### config.mk
export PLATFORM = sky130hd
export DESIGN_NAME = serial_adder
export DESIGN_NICKNAME = d
export VERILOG_FILES = /design/src/rtl/serial_adder.sv
export SDC_FILE = /design/constraint.sdc
export NUM_CORES = 1
export LEC_CHECK = 0
export ABC_CLOCK_PERIOD_IN_PS = 7400
export BUFFER_PORTS_ARGS = -buffer_cell sky130_fd_sc_hd__buf_2
export CAP_MARGIN = 20
export CORE_MARGIN = 2
export CORE_UTILIZATION = 45
export DETAILED_ROUTE_END_ITERATION = 12
export PLACE_DENSITY = 0.79
export SYNTH_ARGS = -nofsm -noshare
export SYNTH_HDL_FRONTEND = slang
export SYNTH_SLANG_ARGS = --single-unit
### constraint.sdc
create_clock -name clk -period 7.4 [get_ports clk]
set_input_delay 1.48 -clock clk [delete_from_list [all_inputs] [get_ports clk]]
set_output_delay 1.48 -clock clk [all_outputs]
set_load 0.1 [all_outputs]
### src/rtl/serial_adder.sv
// Digit-serial adder/subtractor: processes DIGIT bits per clock, LSB first,
// and reports sum, carry-out and signed overflow with a one-cycle done pulse.
module serial_adder #(
   parameter int WIDTH = 8,
   parameter int DIGIT = 1
) (
   input  logic             clk,
   input  logic             rst,
   input  logic             start,
   input  logic [WIDTH-1:0] a,
   input  logic [WIDTH-1:0] b,
   input  logic             c,
   input  logic             sub,
   output logic             busy,
   output logic             done,
   output logic [WIDTH-1:0] sum,
   output logic             cout,
   output logic             ovf
);

   localparam int N     = WIDTH / DIGIT;
   localparam int CNT_W = (N > 1) ? $clog2(N) : 1;

   typedef enum logic [1:0] {
      IDLE,
      RUN,
      DONE
   } state_e;

   state_e             state_q, state_d;
   logic [WIDTH-1:0]   a_q, a_d;
   logic [WIDTH-1:0]   b_q, b_d;
   logic [WIDTH-1:0]   sum_q, sum_d;
   logic [CNT_W-1:0]   k_q, k_d;
   logic               carry_q, carry_d;
   logic               cout_q, cout_d;
   logic               ovf_q, ovf_d;

   logic [DIGIT-1:0]   a_dig, b_dig;
   logic [DIGIT:0]     dsum;
   logic               msb_cin;
   int                 lsb;

   // Current digit slice and its DIGIT-bit add with the registered carry.
   always_comb begin
      lsb     = int'(k_q) * DIGIT;
      a_dig   = a_q[lsb +: DIGIT];
      b_dig   = b_q[lsb +: DIGIT];
      dsum    = {1'b0, a_dig} + {1'b0, b_dig} + (DIGIT + 1)'(carry_q);
      // Carry into the top bit of this digit, recovered from its sum bit.
      msb_cin = a_dig[DIGIT-1] ^ b_dig[DIGIT-1] ^ dsum[DIGIT-1];
   end

   always_comb begin
      // NOTE: every next-state signal gets a default first so no path through
      // the branches below can leave one unassigned and infer a latch.
      state_d = state_q;
      a_d     = a_q;
      b_d     = b_q;
      sum_d   = sum_q;
      k_d     = k_q;
      carry_d = carry_q;
      cout_d  = cout_q;
      ovf_d   = ovf_q;

      if (start && state_q != RUN) begin
         // Subtraction is a + ~b + 1, so the operand is inverted at load time.
         state_d = RUN;
         a_d     = a;
         b_d     = sub ? ~b : b;
         carry_d = sub | c;
         k_d     = '0;
         sum_d   = '0;
         cout_d  = 1'b0;
         ovf_d   = 1'b0;
      end else begin
         unique case (state_q)
            RUN: begin
               sum_d[lsb +: DIGIT] = dsum[DIGIT-1:0];
               carry_d             = dsum[DIGIT];
               if (k_q == CNT_W'(N - 1)) begin
                  state_d = DONE;
                  k_d     = '0;
                  cout_d  = dsum[DIGIT];
                  ovf_d   = msb_cin ^ dsum[DIGIT];
               end else begin
                  k_d = k_q + CNT_W'(1);
               end
            end
            DONE:    state_d = IDLE;
            default: state_d = state_q;
         endcase
      end
   end

   // NOTE: state registers use non-blocking assignments so every flop samples
   // the pre-edge value of the others, independent of statement order.
   always_ff @(posedge clk) begin
      if (rst) begin
         state_q <= IDLE;
         a_q     <= '0;
         b_q     <= '0;
         sum_q   <= '0;
         k_q     <= '0;
         carry_q <= 1'b0;
         cout_q  <= 1'b0;
         ovf_q   <= 1'b0;
      end else begin
         state_q <= state_d;
         a_q     <= a_d;
         b_q     <= b_d;
         sum_q   <= sum_d;
         k_q     <= k_d;
         carry_q <= carry_d;
         cout_q  <= cout_d;
         ovf_q   <= ovf_d;
      end
   end

   assign busy = (state_q == RUN);
   assign done = (state_q == DONE);
   assign sum  = sum_q;
   assign cout = cout_q;
   assign ovf  = ovf_q;

endmodule

# Word-level counts from Yosys, hierarchy flattened
# Index checks and enable logic that the tools add are counted.
[op_classes]
add_sub_neg = 4
eq_ne = 6
shift = 4
muxes = 8
bitwise_logic = 5
reduce_logical = 8
[op_table]
columns = ["cell", "count"]
rows = [
  ["$neg A3 Y33", 1],
  ["$shift A1 B33 Y8 const A", 1],
  ["$shiftx A1 B33 Y8", 1],
  ["$shiftx A8 B4 Y1", 2],
  ["$bwmux W8", 1],
  ["$mux W8", 1],
  ["$not A8 Y8", 1],
  ["$reduce_and A2 Y1", 3],
  ["$ne A2 B1 Y1 const B", 2],
  ["$pmux W2 S2", 1],
  ["$reduce_bool A2 Y1", 2],
  ["$add A3 B1 Y3 const B", 1],
  ["$eq A3 B3 Y1 const B", 1],
  ["$mux W1", 3],
  ["$mux W3", 1],
  ["$ne A3 B1 Y1 const B", 1],
  ["$reduce_bool A3 Y1", 1],
  ["$xor A1 B1 Y1", 3],
  ["$add A1 B1 Y2", 1],
  ["$add A2 B1 Y2", 1],
  ["$eq A2 B1 Y1 const B", 1],
  ["$eq A2 B2 Y1 const B", 1],
  ["$mux W2", 1],
  ["$reduce_or A2 Y1", 1],
  ["2 further kinds", 2],
]
[totals]
register_bits = 32
in_bits = 21

# Depth between registers and ports, before layout
# Gate-level depths: netlist (run 1).
[logic_depth]
ltp_word = 5
depth_mapped = 9
ltp_nobuf = 8

# Least setup slack after synthesis (run 1)
# Ideal clock, no wire load.
[synth_path]
kind = "register to output"
from = "reg state_q[1]"
to = "out busy"
arrival_ns = 1.224
path_slack_ns = 4.696
stages_incl_launch_ff = 3
cell_sequence = "dfxtp_1 > inv_1 > ha_1"
[synth_via]
elab_chain_cells = 1
[synth_rtl]
columns = ["item", "line", "source"]
rows = [
  ["start: declaration", "30", "state_e state_q, state_d;"],
  ["start signal: assignment", "109", "state_q <= state_d;"],
  ["$eq A2 B1 Y1", "120", "assign busy = (state_q == RUN);"],
  ["end: declaration", "14", "output logic busy,"],
]
# No other way between the ends.

# Worst setup path after layout (run 1)
# Same ends and word-level chain as after synthesis.

==> results.md, run 1 <==
- Synth Cell Area: 0.00160 mm2
- Vias in the first global route: 1103
- Worst Skew: 0.00527 ns
- H-tree levels: 2
- Hold Vio Cnt, Final: 0
- Initial Util: 47.2%
- Syn nets: 210
- DR iter-0 viols: 60
- CTS tree: yes
- Crit. End Element: output port
- R2R Path End: sum[2]$_SDFFE_PP0P_
- Critical Path, Cell by Cell: inv_1, ha_1, buf_2
- Post-place setup slack: 4.57 ns
- Hold Path Class: reg2reg
- Final Max Slew Viols: 0
- Synth top area share: 40.0%
- Site Rows: 21
- Critical path arrival: 1.71 ns
- FF-to-FF Start: k_q[0]$_SDFFE_PP0P_
- Total of max-cap violations: 0
- Worst stage delay on the critical path: 0.52 ns
- Max clock buf depth: 2
- Fill count: 320
- RSZ-0062 raised after global routing: false
- VDD IR-drop max: 139 uV
- Post-Synthesis Cells: 180
- DR vias/cell: 4.93
- Clk slew on worst S/H paths: 0.09 ns
- CP delay by family, top: buffers and inverters
- Layout area overhead: 15.1%
- Clock sinks: 32
- Synth unique cells: 28
- Warnings from Yosys: 0
- GRT Overall Usage: 15.3%
- Power per Cell Area: 196 mW/mm2
- Bufs and invs on worst path: 2
- Crit share post-route: 43.1%
- Post-Layout Inst Area: 0.00184 mm2
- Sw power: 97.8 uW
- Setup-failing EPs final: 0
- Gpl congestion: 0.775
- Internal power: 263 uW
- Crit path to: busy
- Slowest-stage cell, CP: buf_2
- CP Launch Type: flip-flop
- Seq pwr share: 52.0%
- Commonest cells after routing, fill and taps aside: dfxtp_1 (32), buf_2 (32), nor2_1 (26), nand2_1 (24), a21oi_1 (15)
- Crit-path max FO: 15
- Remaining antenna violation count: 0
- DRT Pass-1 Iters: 4
- Nets: 239
- Aggregate global routing overflow: 0
- Post-CTS repair timing setup buffer count: 0
- Via count: 1258
- Initial antenna violation count: 0
- Synth top area cells: dfxtp_1 (40%), ha_1 (6.3%), nor2_1 (6.1%), mux2i_1 (5.6%), nand2_1 (5.6%)
- Clk pwr share: 30.1%
- Comb pwr share: 17.9%
- Max-slew headroom: 62.4%
- Syn_area_per_cell: 8.90 um2
- R2R cell count: 7
- Total Die Area: 0.00405 mm2
- Worst skew pair latency: 0.33 ns
- Layout cells sized above 1: 20.6%
- Remaining DRCs: 0
- Net Sw Frac: 27.1%
- Critical path class: reg2out
- Area occupied by multi-input gates: 890 um2
- #FFs+latches synth: 32
- Pin count of the biggest net entering global routing: 26
- Core ar.: 0.00339 mm2
- Sequential Area: 641 um2
- Die X: 63.7 um
- CP startpoint: state_q[1]$_SDFFE_PP0P_
- Register area share after synthesis: 40.0%
- Fin util: 54.4%
- Inserted Clock Buffers: 5
- First-pass GRT wire length: 4770 um
- IO Pins: 33
- FF-to-FF setup slack: 4.68 ns
- Port bufs: 32
- F_max: 0.313 GHz
- Slew @ Worst Pin: 0.560 ns
- Post_cts resized: 0
- CTS Root Cell: clkbuf_4
- WL final: 2770 um
- Crit. path cell count: 3
- PnR worst setup slack: 4.21 ns
- CP Data Required Time: 5.92 ns
- Largest area contributor in the netlist: dfxtp_1
- Die Span Y: 63.7 um
- Static Leak: 0.747 nW
- Wire per inst: 10.9 um
- Outcome: finished, final reports clean
- Hold_buf cts: 0
- Dpl cell area: 0.00178 mm2
- Post-DP HPWL: 2090 um
- Post-route setup TNS: 0 ns
- Period minus WS final: 3.19 ns
- N_diodes: 0
## final cells by class
type | instances | area share, %
Multi-Input combinational cell | 131 | 48.3
Sequential cell | 32 | 34.8
Timing Repair Buffer | 33 | 9.10
Clock buffer | 7 | 3.53
Tap cell | 46 | 3.12
Inverter | 6 | 1.22
## worst reg2reg max path, stage by stage, from the launching register on
cell and delay [ns]:
dfxtp_1 0.61, mux4_1 0.61, mux2_4 0.30, fa_1 0.54, nor2b_1 0.20, and2_1 0.22
mux2i_1 0.09, nor2_1 0.09
## power by group through the flow
stage | sequential, mW | combinational, mW | clock [mW]
global placement | 0.191 | 0.0637 | 0
floorplan | 0.191 | 0.0517 | 0
finish | 0.188 | 0.0644 | 0.109
detailed placement | 0.192 | 0.0647 | 0
CTS | 0.188 | 0.0649 | 0.111
global route | 0.189 | 0.0724 | 0.119
## per-layer routing
metal | track usage [%] | part of all wire (%) | vias up
li1 | - | - | 667
met1 | 18.9 | 47 | 556
met2 | 23.8 | 45 | 27
met3 | 4.29 | 4.4 | 8
met4 | 8.97 | 2.6 | 0
met5 | 0 | 0 | -
## worst min-delay path by stage
stage	startpoint	endpoint	slack, ns	cells past startpoint
floorplan	a_q[1]$_SDFFE_PP0P_	a_q[1]$_SDFFE_PP0P_	0.43	2
CTS	a_q[2]$_SDFFE_PP0P_	a_q[2]$_SDFFE_PP0P_	0.46	2
detailed placement	a_q[2]$_SDFFE_PP0P_	a_q[2]$_SDFFE_PP0P_	0.45	2
finish	a_q[1]$_SDFFE_PP0P_	a_q[1]$_SDFFE_PP0P_	0.46	2
global placement	a_q[3]$_SDFFE_PP0P_	a_q[3]$_SDFFE_PP0P_	0.44	2
global route	a_q[0]$_SDFFE_PP0P_	a_q[0]$_SDFFE_PP0P_	0.48	2
## Yosys cell counts
library cell / count
fa_1: 1
mux2i_1: 9
xnor2_1: 10
o21ai_0: 1
o211ai_1: 1
dfxtp_1: 32
inv_1: 6
a211oi_1: 9
or3b_2: 1
nor3_1: 7
and2_1: 1
nand3_1: 1
nand4_1: 1
mux4_1: 3
mux2_4: 1
nor4_1: 1
nor2_1: 26
mux4_2: 1
nand2_1: 24
buf_6: 1
buf_1: 2
clkbuf_1: 8
o21a_1: 1
ha_1: 8
nand2b_1: 5
nor2b_1: 3
nand3b_1: 1
a21oi_1: 15
## metrics by stage
| step | std cells | hold slack [ns] | power [mW] |
|---|---|---|---|
| 2_1_floorplan | 180 | 0.432 | 0.243 |
| 3_3_place_gp | 248 | 0.442 | 0.255 |
| 3_5_place_dp | 248 | 0.453 | 0.257 |
| 4_1_cts | 255 | 0.465 | 0.364 |
| 5_1_grt | 255 | 0.476 | 0.380 |
| 6_report | 255 | 0.460 | 0.361 |
## state kept, by name (all words and copies together) (netlist names)
register,flops
b_q,8
ovf,1
carry_q,1
cout,1
k_q,3
sum,8
a_q,8
state_q,2
## kinds of logic after synthesis
| logic type | count (synthesis) | synth area share [%] |
|---|---|---|
| simple gates | 71 | 19.5 |
| flops | 32 | 40.0 |
| compound gates | 27 | 10.2 |
| buf+inv | 17 | 4.45 |
| mux | 14 | 12.9 |
| xor+xnor | 10 | 5.47 |
| fa+ha+maj | 9 | 7.50 |
Power figures use the tool's default switching activity.
==> run 2, diff against run 1 <==
--- a/config.mk
+++ b/config.mk
@@ -5,13 +5,13 @@
 export SDC_FILE = /design/constraint.sdc
 export NUM_CORES = 1
 export LEC_CHECK = 0
-export ABC_CLOCK_PERIOD_IN_PS = 7400
+export ABC_CLOCK_PERIOD_IN_PS = 2700
 export BUFFER_PORTS_ARGS = -buffer_cell sky130_fd_sc_hd__buf_2
 export CAP_MARGIN = 20
 export CORE_MARGIN = 2
 export CORE_UTILIZATION = 45
 export DETAILED_ROUTE_END_ITERATION = 12
-export PLACE_DENSITY = 0.79
+export PLACE_DENSITY = 0.81
 export SYNTH_ARGS = -nofsm -noshare
 export SYNTH_HDL_FRONTEND = slang
 export SYNTH_SLANG_ARGS = --single-unit
==> constraint.sdc (replaced) <==
create_clock -name clk -period 2.7 [get_ports clk]
set_input_delay 0.54 -clock clk [delete_from_list [all_inputs] [get_ports clk]]
set_output_delay 0.54 -clock clk [all_outputs]
set_load 0.1 [all_outputs]
==> run 2 against run 1 <==
Compared with the run above: routed wire length increased by 7.7%; clock power increased to 2.6 times the previous value; register-to-register slack got worse by 4.4 ns; count of clock-buffer cells in the layout decreased by 1; critical path type is now reg2reg; critical endpoint is now sum[4]$_SDFFE_PP0P_; highest routed layer unchanged.
==> results.md, run 2 (synthesis results as in run 1) <==
- CP Data Required Time: 2.97 ns (-2.95 ns)
- Internal power: 700 uW (+170%)
- Post-route setup TNS: 0 ns (unchanged)
- Outcome: finished, final reports clean
- Critical path arrival: 2.72 ns (+1.01 ns)
- Hold Vio Cnt, Final: 0 (unchanged)
- Post-place setup slack: 0.138 ns (-4.43 ns)
- Post-Layout Inst Area: 0.00185 mm2 (+0.41%)
- Commonest cells after routing, fill and taps aside: buf_2 (32), dfxtp_1 (31), nor2_1 (26), nand2_1 (24), a21oi_1 (15)
- Layout area overhead: 15.5%
- Layout cells sized above 1: 22.3% (+1.7 points)
- GRT Overall Usage: 15.8% (+0.47 points)
- Sw power: 285 uW (+190%)
- WL final: 2980 um (+7.7%)
- F_max: 0.408 GHz
- Power per Cell Area: 532 mW/mm2 (+170%)
- DR vias/cell: 4.98 (+0.96%)
- Final hold slack: 0.426 ns (-0.0348 ns)
- VDD IR-drop max: 274 uV (+97%)
- Post-DP HPWL: 2170 um (+3.7%)
- Max clock buf depth: 2 (unchanged)
- FF-to-FF setup slack: 0.25 ns (-4.43 ns)
- Hold endpoint: a_q[1]$_SDFFE_PP0P_
- Wire per inst: 11.6 um (+6.8%)
- CP Launch Type: flip-flop
- Initial antenna violation count: 0 (unchanged)
- Critical path class: reg2reg
- Port bufs: 32 (unchanged)
- Core ar.: 0.00339 mm2 (unchanged)
- Area occupied by multi-input gates: 892 um2 (+0.28%)
- Hold Path Class: in2reg
- Total Die Area: 0.00405 mm2 (unchanged)
- Worst min-delay path startpoint: a[1]
- Fill count: 322 (+0.63%)
- CTS Root Cell: clkbuf_4
- Net Sw Frac: 28.9% (+1.8 points)
- DR iter-0 viols: 56 (-6.7%)
- Seq pwr share: 52.2% (+0.2 points)
- Clk pwr share: 29.3% (-0.8 points)
- First-pass GRT wire length: 4890 um (+2.6%)
- R2R cell count: 7 (unchanged)
- Crit share post-route: 90.7%
- FF-to-FF Start: k_q[0]$_SDFFE_PP0P_
- Nets: 240 (+0.42%)
- Sequential Area: 642 um2 (+0.20%)
- Via count: 1280 (+1.7%)
- Clk slew on worst S/H paths: 0.10 ns (about the same)
- Remaining antenna violation count: 0 (unchanged)
- Max-slew headroom: 62.8% (+0.38 points)
- Gpl congestion: 0.827 (+6.7%)
- Site Rows: 21 (unchanged)
- IO Pins: 33 (unchanged)
- Worst skew pair latency: 0.34 ns (about the same)
- Worst Skew: 0.00559 ns (+0.000320 ns)
- Setup-failing EPs final: 0 (unchanged)
- Pin count of the biggest net entering global routing: 26 (unchanged)
- Crit. End Element: flip-flop
- Period minus WS final: 2.45 ns
- Most common cell after layout, fill and taps aside: buf_2
- Inserted Clock Buffers: 5 (unchanged)
- Die X: 63.7 um (unchanged)
- DRT Pass-1 Iters: 4 (unchanged)
- Static Leak: 0.754 nW (+0.95%)
- H-tree levels: 2 (unchanged)
- R2R Path End: sum[4]$_SDFFE_PP0P_
- RSZ-0062 raised after global routing: false
- Hold_buf cts: 0 (unchanged)
- Aggregate global routing overflow: 0 (unchanged)
- Dpl cell area: 0.00179 mm2 (+0.42%)
- N_diodes: 0 (unchanged)
- Clock sinks: 32 (unchanged)
- Slew @ Worst Pin: 0.554 ns (-0.00565 ns)
- Comb pwr share: 18.5% (+0.6 points)
- Hold depth: 3 (+1)
- Vias in the first global route: 1170 (+6.1%)
- Initial Util: 47.2% (unchanged)
- CTS tree: yes
- Total of max-cap violations: 0 (unchanged)
- Crit-path max FO: 5 (-10)
- Die Span Y: 63.7 um (unchanged)
- Final Max Slew Viols: 0 (unchanged)
- Remaining DRCs: 0 (unchanged)
- Total power draw: 984 uW (+170%)
- PnR worst setup slack: 0.250 ns (-3.96 ns)
-- run 2: changes by cell type in the layout (fill, tap and decap cells not counted) --
cell      change
buf_4         +1
clkbuf_8      -1
clkinv_2      +2
dfxtp_1       -1
dfxtp_2       +1
nor2b_1       -1
nor2b_2       +1
-- run 2: area by class of cell --
cell class | count | area share [%]
flip-flops and latches | 32 | 34.7
clock inverters | 2 | 0.541
multi-input cells | 131 | 48.2
well taps | 46 | 3.11
repair buffers | 34 | 9.47
clock buffers | 6 | 2.77
inverters | 6 | 1.22
-- run 2: worst max-delay path, stage by stage (launching register included) --
cell     delay [ns]
dfxtp_2        0.40
mux4_1         0.55
mux2_4         0.30
fa_1           0.55
nor2b_2        0.18
and2_1         0.21
mux2i_1        0.09
nor2_1         0.10
-- run 2: how the worst max path moves through the flow --
| stage | cells past startpoint | slack, ns | from | endpoint |
|---|---|---|---|---|
| 6_report | 7 | 0.25 | k_q[0]$_SDFFE_PP0P_ | sum[4]$_SDFFE_PP0P_ |
| 3_5_place_dp | 7 | 0.14 | k_q[0]$_SDFFE_PP0P_ | sum[1]$_SDFFE_PP0P_ |
| 3_3_place_gp | 7 | 0.23 | k_q[0]$_SDFFE_PP0P_ | sum[4]$_SDFFE_PP0P_ |
| 4_1_cts | 7 | 0.11 | k_q[0]$_SDFFE_PP0P_ | sum[1]$_SDFFE_PP0P_ |
| 2_1_floorplan | 8 | 0.28 | k_q[0]$_SDFFE_PP0P_ | sum[1]$_SDFFE_PP0P_ |
| 5_1_grt | 7 | 0.06 | k_q[0]$_SDFFE_PP0P_ | sum[4]$_SDFFE_PP0P_ |
-- run 2: metrics by stage --
step	std cells	utilization (%)
floorplan	180	-
global placement	249	52.7
detailed placement	249	52.7
CTS	257	54.5
global route	257	54.6
finish	257	54.6
-- run 2: per-layer routing --
layer / GRT usage [%] / wire length, um / vias to the layer above
li1: - / - / 670
met1: 18.0 / 1390 / 570
met2: 26.3 / 1370 / 33
met3: 4.46 / 143 / 7
met4: 8.97 / 74 / 0
met5: 0 / 0 / -
-- run 2: what timing repair did --
item,in CTS,in global routing
resized for setup,0,2
buffers inserted,0,0
setup endpoints to repair,0,4
-- run 2: power by group through the flow --
stage | combinational, mW | sequential, mW | clock (mW)
after floorplan | 0.142 | 0.524 | 0
after global placement | 0.177 | 0.524 | 0
after detailed placement | 0.181 | 0.525 | 0
after CTS | 0.183 | 0.514 | 0.294
after global routing | 0.204 | 0.517 | 0.309
final | 0.182 | 0.514 | 0.288
==> run 3, diff against run 2 <==
==> constraint.sdc (replaced) <==
create_clock -name clk -period 2.7 [get_ports clk]
set_input_delay 0.675 -clock clk [delete_from_list [all_inputs] [get_ports clk]]
set_output_delay 0.675 -clock clk [all_outputs]
set_load 0.1 [all_outputs]
==> run 3 against run 2 <==
Compared with the run above: non-clock buffer count rose by 1; routed wire length fell by 1.8%; via count rose by 0.63%.
==> results.md, run 3 (synthesis results as in run 1) <==
- Outcome: finished, final reports clean
- DRT Pass-1 Iters: 4 (unchanged)
- Initial antenna violation count: 0 (unchanged)
- Crit. End Element: flip-flop
- Worst stage delay on the critical path: 0.56 ns (about the same)
- DR iter-0 viols: 33 (-41%)
- Final Max Slew Viols: 0 (unchanged)
- Total of max-cap violations: 0 (unchanged)
- Site Rows: 21 (unchanged)
- Crit-path max FO: 5 (unchanged)
- Layout cells sized above 1: 22.2% (-0.11 points)
- Die X: 63.7 um (unchanged)
- Seq pwr share: 46.6% (-5.6 points)
- DR vias/cell: 4.99 (+0.23%)
- Worst Skew: 0.00762 ns (+0.00203 ns)
- Critical path class: reg2reg
- Total power draw: 1.10 mW (+12%)
- Crit share post-route: 92.0% (+1.3 points)
- Gpl congestion: 0.823 (-0.48%)
- H-tree levels: 2 (unchanged)
- PnR worst setup slack: 0.216 ns (-0.0341 ns)
- IO Pins: 33 (unchanged)
- Aggregate global routing overflow: 0 (unchanged)
- CP Launch Type: flip-flop
- Clk slew on worst S/H paths: 0.10 ns (about the same)
- Post-CTS repair timing setup buffer count: 0 (unchanged)
- Commonest cells after routing, fill and taps aside: buf_2 (32), dfxtp_1 (31), nor2_1 (26), nand2_1 (24), a21oi_1 (15)
- Core ar.: 0.00339 mm2 (unchanged)
- Remaining antenna violation count: 0 (unchanged)
- Internal power: 822 uW (+17%)
- Inserted Clock Buffers: 5 (unchanged)
- Clock sinks: 32 (unchanged)
- Nets: 241 (+0.42%)
- Pin count of the biggest net entering global routing: 26 (unchanged)
- CTS tree: yes
- First-pass GRT wire length: 4870 um (-0.43%)
- Post_cts resized: 0 (unchanged)
- WL final: 2920 um (-1.8%)
- Critical path arrival: 2.75 ns (+0.03 ns)
- Initial Util: 47.2% (unchanged)
- RSZ-0062 raised after global routing: false
- Total Die Area: 0.00405 mm2 (unchanged)
- Slowest-stage cell, CP: mux4_1
- GRT Overall Usage: 16.1% (+0.26 points)
- Dpl cell area: 0.00179 mm2 (+0.42%)
- N_diodes: 0 (unchanged)
- Die Span Y: 63.7 um (unchanged)
- Worst skew pair latency: 0.34 ns (about the same)
- Vias in the first global route: 1158 (-1.0%)
- Slew @ Worst Pin: 0.543 ns (-0.0110 ns)
- Power per Cell Area: 583 mW/mm2 (+9.6%)
- Sw power: 280 uW (-1.6%)
- Post-DP HPWL: 2170 um (+0.27%)
- Net Sw Frac: 25.4% (-3.5 points)
- Critical Path, Cell by Cell: mux4_1, mux2_4, fa_1, nor2b_1, and2_1, mux2i_1, nor2_1
- CTS Root Cell: clkbuf_4
- Post-route setup TNS: 0 ns (unchanged)
- Fill count: 321 (-0.31%)
- VDD IR-drop max: 317 uV (+16%)
- CP Data Required Time: 2.97 ns (about the same)
- F_max: 0.403 GHz (-1.4%)
- Remaining DRCs: 0 (unchanged)
- Hold Vio Cnt, Final: 0 (unchanged)
- Port bufs: 32 (unchanged)
- Hold_buf cts: 0 (unchanged)
- Bufs and invs on worst path: 0 (unchanged)
- Static Leak: 0.772 nW (+2.3%)
- Clk pwr share: 36.9% (+7.6 points)
- Via count: 1288 (+0.63%)
- Period minus WS final: 2.48 ns (+0.0341 ns)
- Hold Path Class: reg2reg
- Max clock buf depth: 2 (unchanged)
- CP delay by family, top: multiplexers
- Setup-failing EPs final: 0 (unchanged)
- Most common cell after layout, fill and taps aside: buf_2
- Wire per inst: 11.3 um (-2.2%)
- Post-Layout Inst Area: 0.00189 mm2 (+2.1%)
- Max-slew headroom: 63.8% (+1.0 points)
- Layout area overhead: 18.0%
- Post-place setup slack: 0.151 ns (+0.0131 ns)
- Comb pwr share: 16.5% (-2.0 points)
run 3: changes by cell type in the layout (fill, tap and decap cells not counted), sizes merged:
cell	delta
buf	+1
bufinv	+1
clkbuf	+1
clkinv	-2
run 3: cell type report:
| type | instances | area (um2) | share of cell area [%] |
|---|---|---|---|
| Clock buffer | 7 | 65.1 | 3.44 |
| Timing Repair Buffer | 35 | 183 | 9.67 |
| Clock inverter | 1 | 30.0 | 1.59 |
| Multi-Input combinational cell | 131 | 890 | 47.1 |
| Sequential cell | 32 | 642 | 34.0 |
| Tap cell | 46 | 57.6 | 3.05 |
| Inverter | 6 | 22.5 | 1.19 |
run 3: power groups by stage:
stage	logic [mW]	registers (mW)	clock network (mW)
2_1_floorplan	0.142	0.524	0
3_3_place_gp	0.179	0.524	0
3_5_place_dp	0.183	0.525	0
4_1_cts	0.183	0.513	0.420
5_1_grt	0.204	0.517	0.431
6_report	0.182	0.514	0.407
run 3: worst paths after layout:
path	from	to	slack (ns)	depth (start not counted)
worst min register to register	cout$_SDFFE_PP0P_	cout$_SDFFE_PP0P_	0.47	2
worst min-delay path	cout$_SDFFE_PP0P_	cout$_SDFFE_PP0P_	0.47	2
worst max-delay path	k_q[0]$_SDFFE_PP0P_	sum[4]$_SDFFE_PP0P_	0.22	7
worst max register to register	k_q[0]$_SDFFE_PP0P_	sum[4]$_SDFFE_PP0P_	0.22	7
run 3: per-layer routing:
layer  wire length (um)  part of all wire, %  track usage, %  vias up
met2               1380                   47            26.6       32
met1               1300                   44            17.0      576
met4                 83                  2.8            11.7        0
li1                   -                    -               -      672
met5                  0                    0               0        -
met3                164                  5.6            5.18        8
run 3: per-stage QoR:
step                cells  hold WS (ns)  utilization, %
floorplan             180         0.432               -
global placement      250         0.447            52.9
detailed placement    250         0.451            52.9
CTS                   258         0.464            55.7
global route          258         0.483            55.7
finish                258         0.465            55.7
run 3: worst register-to-register path: stages, from the launching register on:
cell and delay (ns):
dfxtp_2 0.41, mux4_1 0.56, mux2_4 0.30, fa_1 0.54, nor2b_1 0.20, and2_1 0.22, mux2i_1 0.09, nor2_1 0.10
